### src/rtl/gnt_sched_pkg.sv
// gnt_sched_pkg: shared state encoding, default latency window and delay clamp helper for gnt_scheduler
package gnt_sched_pkg;
  typedef enum logic [1:0] {IDLE, WAIT, HOLD} gnt_state_e;
  localparam int GS_MIN_DLY = 3;
  localparam int GS_MAX_DLY = 5;
  typedef struct packed {
    logic [31:0] d;
    logic        oor;
  } clamp_t;
  function automatic clamp_t clamp_dly(input logic [31:0] sel, input logic [31:0] lo, input logic [31:0] hi);
    clamp_t c;
    c.d   = sel < lo ? lo : sel > hi ? hi : sel;
    c.oor = (sel < lo) || (sel > hi);
    return c;
  endfunction
endpackage

### src/rtl/gnt_scheduler_edge_det.sv
// edge_det: one-flop rise/fall detector with asynchronous active-low reset
module edge_det (
  input  logic clk,
  input  logic rst_n,
  input  logic d,
  output logic rise,
  output logic fall
);
  logic q;
  // previous-cycle copy of the input; resets low so a level held through reset reads as a rise
  always_ff @(posedge clk or negedge rst_n)
    if (!rst_n) q <= 1'b0;
    else q <= d;
  assign rise = d & ~q;
  assign fall = ~d & q;
endmodule

### src/rtl/gnt_scheduler.sv
// gnt_scheduler: req-rise to single-cycle gnt with clamped latency; GNT_SCHEDULER_SVA_EN adds handshake assertions
module gnt_scheduler
  import gnt_sched_pkg::*;
#(
  parameter int MIN_DLY = GS_MIN_DLY,
  parameter int MAX_DLY = GS_MAX_DLY,
  parameter int DLY_W   = 3,
  parameter int CNT_W   = 8
) (
  input  logic             clk,
  input  logic             rst_n,
  input  logic             req,
  input  logic [DLY_W-1:0] dly_sel,
  output logic             gnt,
  output logic             busy,
  output logic             clamp_err,
  output logic             abort,
  output logic [CNT_W-1:0] grant_cnt
);
  gnt_state_e       state, state_n;
  logic [DLY_W-1:0] cnt, cnt_n;
  logic [CNT_W-1:0] grant_cnt_n;
  logic             gnt_n, busy_n, abort_n, clamp_err_n;
  logic             rise, fall;
  clamp_t           c;
  edge_det u_req_edge (
    .clk  (clk),
    .rst_n(rst_n),
    .d    (req),
    .rise (rise),
    .fall (fall)
  );
  // in WAIT/HOLD req was high on the previous edge, so a fall there is exactly req going low
  always_comb begin
    c           = clamp_dly(32'(dly_sel), MIN_DLY, MAX_DLY);
    state_n     = state;
    cnt_n       = cnt;
    gnt_n       = 1'b0;
    busy_n      = busy;
    abort_n     = 1'b0;
    clamp_err_n = clamp_err;
    grant_cnt_n = grant_cnt;
    case (state)
      IDLE: if (rise) begin
        state_n     = WAIT;
        cnt_n       = DLY_W'(c.d - 32'd1);
        busy_n      = 1'b1;
        clamp_err_n = clamp_err | c.oor;
      end
      WAIT: if (fall) begin
        state_n = IDLE;
        busy_n  = 1'b0;
        abort_n = 1'b1;
      end else if (cnt == DLY_W'(1)) begin
        state_n     = HOLD;
        busy_n      = 1'b0;
        gnt_n       = 1'b1;
        grant_cnt_n = grant_cnt + CNT_W'(1);
      end else begin
        cnt_n = cnt - DLY_W'(1);
      end
      HOLD: state_n = fall ? IDLE : HOLD;
      default: state_n = IDLE;
    endcase
  end
  // all outputs are registered so gnt/abort are clean single-cycle pulses
  always_ff @(posedge clk or negedge rst_n)
    if (!rst_n) begin
      state     <= IDLE;
      cnt       <= '0;
      gnt       <= 1'b0;
      busy      <= 1'b0;
      abort     <= 1'b0;
      clamp_err <= 1'b0;
      grant_cnt <= '0;
    end else begin
      state     <= state_n;
      cnt       <= cnt_n;
      gnt       <= gnt_n;
      busy      <= busy_n;
      abort     <= abort_n;
      clamp_err <= clamp_err_n;
      grant_cnt <= grant_cnt_n;
    end
`ifdef GNT_SCHEDULER_SVA_EN
  a_lat: assert property (@(posedge clk) disable iff (!rst_n)
    $rose(req) ##1 req[*(MIN_DLY-1)] |-> ##[1:MAX_DLY-MIN_DLY+1] ($rose(gnt) or !req))
    $info("a_lat pass at %0t", $time); else $error("a_lat fail at %0t", $time);
  a_pulse: assert property (@(posedge clk) disable iff (!rst_n) gnt |=> !gnt)
    $info("a_pulse pass at %0t", $time); else $error("a_pulse fail at %0t", $time);
  a_busy: assert property (@(posedge clk) disable iff (!rst_n) $rose(gnt) |-> $past(busy))
    $info("a_busy pass at %0t", $time); else $error("a_busy fail at %0t", $time);
`else
`endif
endmodule
### config.mk
export PLATFORM = sky130hd
export DESIGN_NAME = gnt_scheduler
export DESIGN_NICKNAME = d
export VERILOG_FILES = /design/src/rtl/gnt_sched_pkg.sv /design/src/rtl/gnt_scheduler_edge_det.sv /design/src/rtl/gnt_scheduler.sv
export SDC_FILE = /design/constraint.sdc
export NUM_CORES = 1
export LEC_CHECK = 0
export CORE_MARGIN = 5
export CORE_UTILIZATION = 35
export CTS_CLUSTER_DIAMETER = 50
export DETAILED_ROUTE_END_ITERATION = 10
export PLACE_DENSITY = 0.66
export REMOVE_ABC_BUFFERS = 1
export SLEW_MARGIN = 20
export SYNTH_ARGS = -nofsm -noshare
export SYNTH_HDL_FRONTEND = slang
export SYNTH_SLANG_ARGS = --single-unit
### constraint.sdc
create_clock -name clk -period 2 [get_ports clk]
set_input_delay 0.6 -clock clk [delete_from_list [all_inputs] [get_ports clk]]
set_output_delay 0.6 -clock clk [all_outputs]
set_load 0.01 [all_outputs]
Word-level counts from Yosys, hierarchy flattened. Cells that the tools add are included.

Word-level logic and storage cells: 54. Flip-flop bits (word level): 18. Input bits: 6.

Magnitude comparators: 2. Reductions and logical operators: 8. Multiplexer cells: 20. $add $sub $neg: 3. Equality and inequality tests: 7. Bitwise logic cells: 6.

Operator list (number): 3-bit two-way mux (5); 8-bit by 1-bit adder with 8-bit output, second input constant (1); 1-bit two-way mux (8); 2-bit two-way mux (4); 2-bit inequality test, second input constant (3); 2-bit one-hot mux with 3 select lines (1); 3-bit one-hot mux with 2 select lines (1); 3-bit AND reduction (2); 3-bit by 1-bit subtractor with 3-bit output, second input constant (2); 2-bit AND reduction (2); 4-bit AND reduction (1); 3-bit by 1-bit equality test with 1-bit output, second input constant (1); 3-bit > comparator, second input constant (1); 3-bit by 2-bit < comparator with 1-bit output, second input constant (1); 3-bit inequality test, second input constant (1); 1-bit NOT (3); 1-bit AND (2); 2-bit by 1-bit equality test with 1-bit output, second input constant (1); 2-bit equality test, second input constant (1); 2-bit logical NOT (1); 1-bit one-hot mux with 2 select lines (1); 2-bit nonzero test (1); 1-bit logical OR (1); 1-bit bitwise OR (1).

Longest topological paths before layout.
Word-level depth: 6. Gate-level depth with buffers: 7.

Hierarchy. A second synthesis with hierarchy kept.

Cells, all modules: 87. Area, all modules: 932.1 sq um.

Modules (own cells, without submodules): gnt_scheduler (cells an instance 84, area each 892.1 sq um, seq. area each 425.4 sq um, instances 1); edge_det (cells an instance 3, area each 40.0 sq um, seq. area each 25.0 sq um, instances 1).

Least setup slack after synthesis. No wires, ideal clock.

Path kind: input to register. Start point: input dly_sel[1]. End point: register cnt[2]. Buffers on the path: 0. Data required time: 1.874 ns. Stages on the path: 6. Library setup time: 0.126 ns. Slack: 0.430 ns. Arrival time: 1.444 ns. Path through: nand2b_1 nor2_1 ha_1 xnor2_1 nor3_1 a311o_1.

Cells in the longest elaborated chain, start to end: 6. Elaborated cells between the ends (all ways): 7. Classes of those cells: add/sub: 1; order compare: 2; mux: 4.

Ends and longest elaborated chain: start: declaration (RTL line gnt_scheduler.sv:13) `input logic [DLY_W-1:0] dly_sel,`; 3-bit > comparator (RTL line gnt_sched_pkg.sv:12) `c.d = sel < lo ? lo : sel > hi ? hi : sel;`; 3-bit two-way mux (RTL line gnt_sched_pkg.sv:12); 3-bit two-way mux (*) (RTL line gnt_sched_pkg.sv:12); 3-bit by 1-bit subtractor with 3-bit output (*) (RTL line gnt_scheduler.sv:46) `cnt_n = DLY_W'(c.d - 32'd1);`; 3-bit two-way mux (*) (RTL line gnt_scheduler.sv:44) `IDLE: if (rise) begin`; 3-bit one-hot mux with 2 select lines (*) (RTL line gnt_scheduler.sv:43) `case (state)`; end signal: assignment (RTL line gnt_scheduler.sv:78) `cnt <= cnt_n;`; end: declaration (RTL line gnt_scheduler.sv:21) `logic [DLY_W-1:0] cnt, cnt_n;`.

Every way passes the cells marked *; elsewhere a longest branch is shown, timed or not. The select of a mux whose other input is x is not followed. A chain may end at the register's enable or synchronous reset.

Worst setup path after layout.
Start point: register grant_cnt[2]. End point: output grant_cnt[2].

RTL lines: start: declaration (RTL line gnt_scheduler.sv:18) `output logic [CNT_W-1:0] grant_cnt`; start signal: assignment (RTL line gnt_scheduler.sv:83) `grant_cnt <= grant_cnt_n;`.

No word-level cell between the ends.

==> metrics.txt <==
CP delay by family, top=buffers and inverters; CTS H-tree lvls=1; Post-Synthesis Cells=93; biggest area consumer among synthesized cells=dfrtp_1; Worst R2R Setup Slack=approximately 0.28 ns; synthesized flop and latch total=18; fraction of layout cells with a size suffix above 1=20.8%; Initial DRC Count=17; initial core utilization=36.7%; core area=0.00278 sq mm; Overflow after GRT=0; Hold WS=0.479 ns; area of the multi-input gates=roughly 530 sq um; critical path type=reg -> out; Final nets=between 100 and 150; die width=64.0 um; sink of the worst hold path=grant_cnt[7]; first-pass GRT wire length=3310 um; Period Utilization, post-route=96.0%; post-layout instance area=~0.0013 sq mm; Clock Skew=between 0.0015 and 0.002 ns; fill count=roughly 260; Critical Path Max Stage Delay=0.57 ns; HPWL after DPL=1490 um; crit path cell chain=clkdlybuf4s50_1; Register-to-Register Path Depth=5; Skew-Pair Late Insertion Delay=0.30 ns; vias in the first global route=approximately 760; Worst setup EP type=output port; Worst Hold Path Cells=1; post-route ant nets=0; r2r startpoint=state[1]; post-CTS setup buffer count=0; placed cell count=147; LEAKAGE=0.565 nW; Post-Route Utilization=between 40% and 50%; WP data arrival=approximately 1.3 ns; Slew @ Worst Pin=0.335 ns; minimum clock period=approximately 1.9 ns; final worst slack=0.0810 ns; setup_tns=0 ns; I/O pins=18; clock sink total=18; post-cts repair resize count=0; Max Cap Viol=0; Die ar.=0.00410 sq mm; Mapped Area=0.00102 sq mm; Root Driver=clkbuf_4; Rows=19; Die H=64.0 um; Worst path depth=1; Total GRT Usage=10.1%; Antenna Diode Count=0; average routed wire per standard cell=12.4 um; Setup-failing EPs final=0; RSZ-0062 raised after global routing=false; First-pass DRT Iterations=4; drt drc=0; CTS Buf Count=3; clk slew on worst S/H paths=about 0.10 ns; startpoint class of the critical path=flop; Placed Area=between 0.001 and 0.0015 sq mm; register area=roughly 450 sq um; synth top area cells=dfrtp_1 44%, ha_1 7.4%, xnor2_1 5.1%; largest net degree at the start of global routing=19; Worst EP required=1.40 ns; CP Max Fanout=5; Power Dens Cells=1060 mW/mm^2; share of the synthesized area in the top cell type=44.1%; non-filler cells, final=151; clk buf depth=2; routability cong.=0.749; synth warn=0; final count of pins violating max slew=0; Avg Inst Size Synth=11.0 sq um; Routed WL=~1900 um; IO Port Bufs=17; area grow syn2layout=29.3%; Place WS=-0.0807 ns; Post-CTS Hold Buffers=0; Fin. Hold Viols=0; via count=about 740; Max Clk Rate=~0.52 GHz; Tot Pwr=1.40 mW; largest vdd supply drop=0.000976 V; Hold Crit Start=grant_cnt[7]; Seq/Total Area, Yosys=44.1%; slew margin rel.=77.7%; Critical Path Slowest Stage Cell=clkdlybuf4s50_1; vias per inst=4.89; CP bufs+invs=1; reg-to-reg critical path endpoint=grant_cnt[1]; Hold WC Path Type=reg -> reg; CTS tree=yes; initial antenna violation count=0; status=finished clean; Yosys cell types=35
[state kept, by name, indices dropped and copies added (netlist names)]
| name | count |
|---|---|
| abort | 1 |
| state | 2 |
| busy | 1 |
| gnt | 1 |
| grant_cnt | 8 |
| clamp_err | 1 |
| u_req_edge.q | 1 |
| cnt | 3 |
[cells in the mapped netlist, drive strengths merged]
cell     n
dfrtp   18
nand2    9
xor2     3
or2b     1
nor3     4
nand2b   4
a211oi   4
ha       6
xnor2    6
and3     2
mux2     1
a21oi    3
mux2i    1
o21bai   1
o21a     1
clkbuf   1
o21ai    3
nor2b    1
nor2     4
o221ai   1
nor4     1
inv      6
nand3b   2
buf      2
o22a     1
nand3    2
nand4    4
a311o    1
[cell type report]
type | instances | share of cell area (%)
multi-input cells | 66 | 40.5
well taps | 31 | 2.94
clock buffers | 4 | 2.75
flip-flops and latches | 18 | 34.1
inverters | 6 | 1.71
repair buffers | 26 | 18.0
[layer usage]
layer  share of wire (%)  vias to the layer above  GRT usage, %
li1                    -                      375             -
met1                  43                      348          11.3
met2                  51                       14          17.5
met3                 5.3                        2          3.33
met4                 1.2                        0          3.90
met5                   0                        -             0
[cells in the final DEF, fill, tap and decap left out, types with 2 or more instances in the layout]
cell type        count
inv_1                6
dfrtp_1             18
a211oi_2             2
buf_4                9
ha_1                 6
a21oi_1              3
nor2_1               4
nand2_1              9
nand3_1              2
clkdlybuf4s50_1     17
clkbuf_4             3
nand4_1              3
o21ai_0              3
xnor2_1              6
a211oi_1             2
xor2_1               3
nand2b_2             2
nor3_1               3
[how the worst max path moves through the flow]
stage,to,slack [ns],startpoint
2_1_floorplan,grant_cnt[1],0.33,state[1]
4_1_cts,grant_cnt[2],0.06,grant_cnt[2]
6_report,grant_cnt[2],0.08,grant_cnt[2]
5_1_grt,grant_cnt[2],0.02,grant_cnt[2]
3_3_place_gp,cnt[2],-0.05,dly_sel[1]
3_5_place_dp,cnt[2],-0.08,dly_sel[1]
[power breakdown]
part,total (mW),internal [mW],switching [mW]
clock,0.228,0.111,0.117
sequential,0.528,0.451,0.0771
combinational,0.643,0.321,0.321
total,1.40,0.883,0.516
[cell families after synthesis]
| family | share of synthesized area, % |
|---|---|
| AND/OR/NAND/NOR | 24.1 |
| flip-flops | 44.1 |
| buffers and inverters | 3.55 |
| XOR/XNOR | 7.72 |
| multiplexers | 2.08 |
| adder cells (fa/ha/maj) | 7.35 |
| AO/OA/AOI/OAI | 11.0 |
No activity file was read; power rests on OpenSTA's default activity.
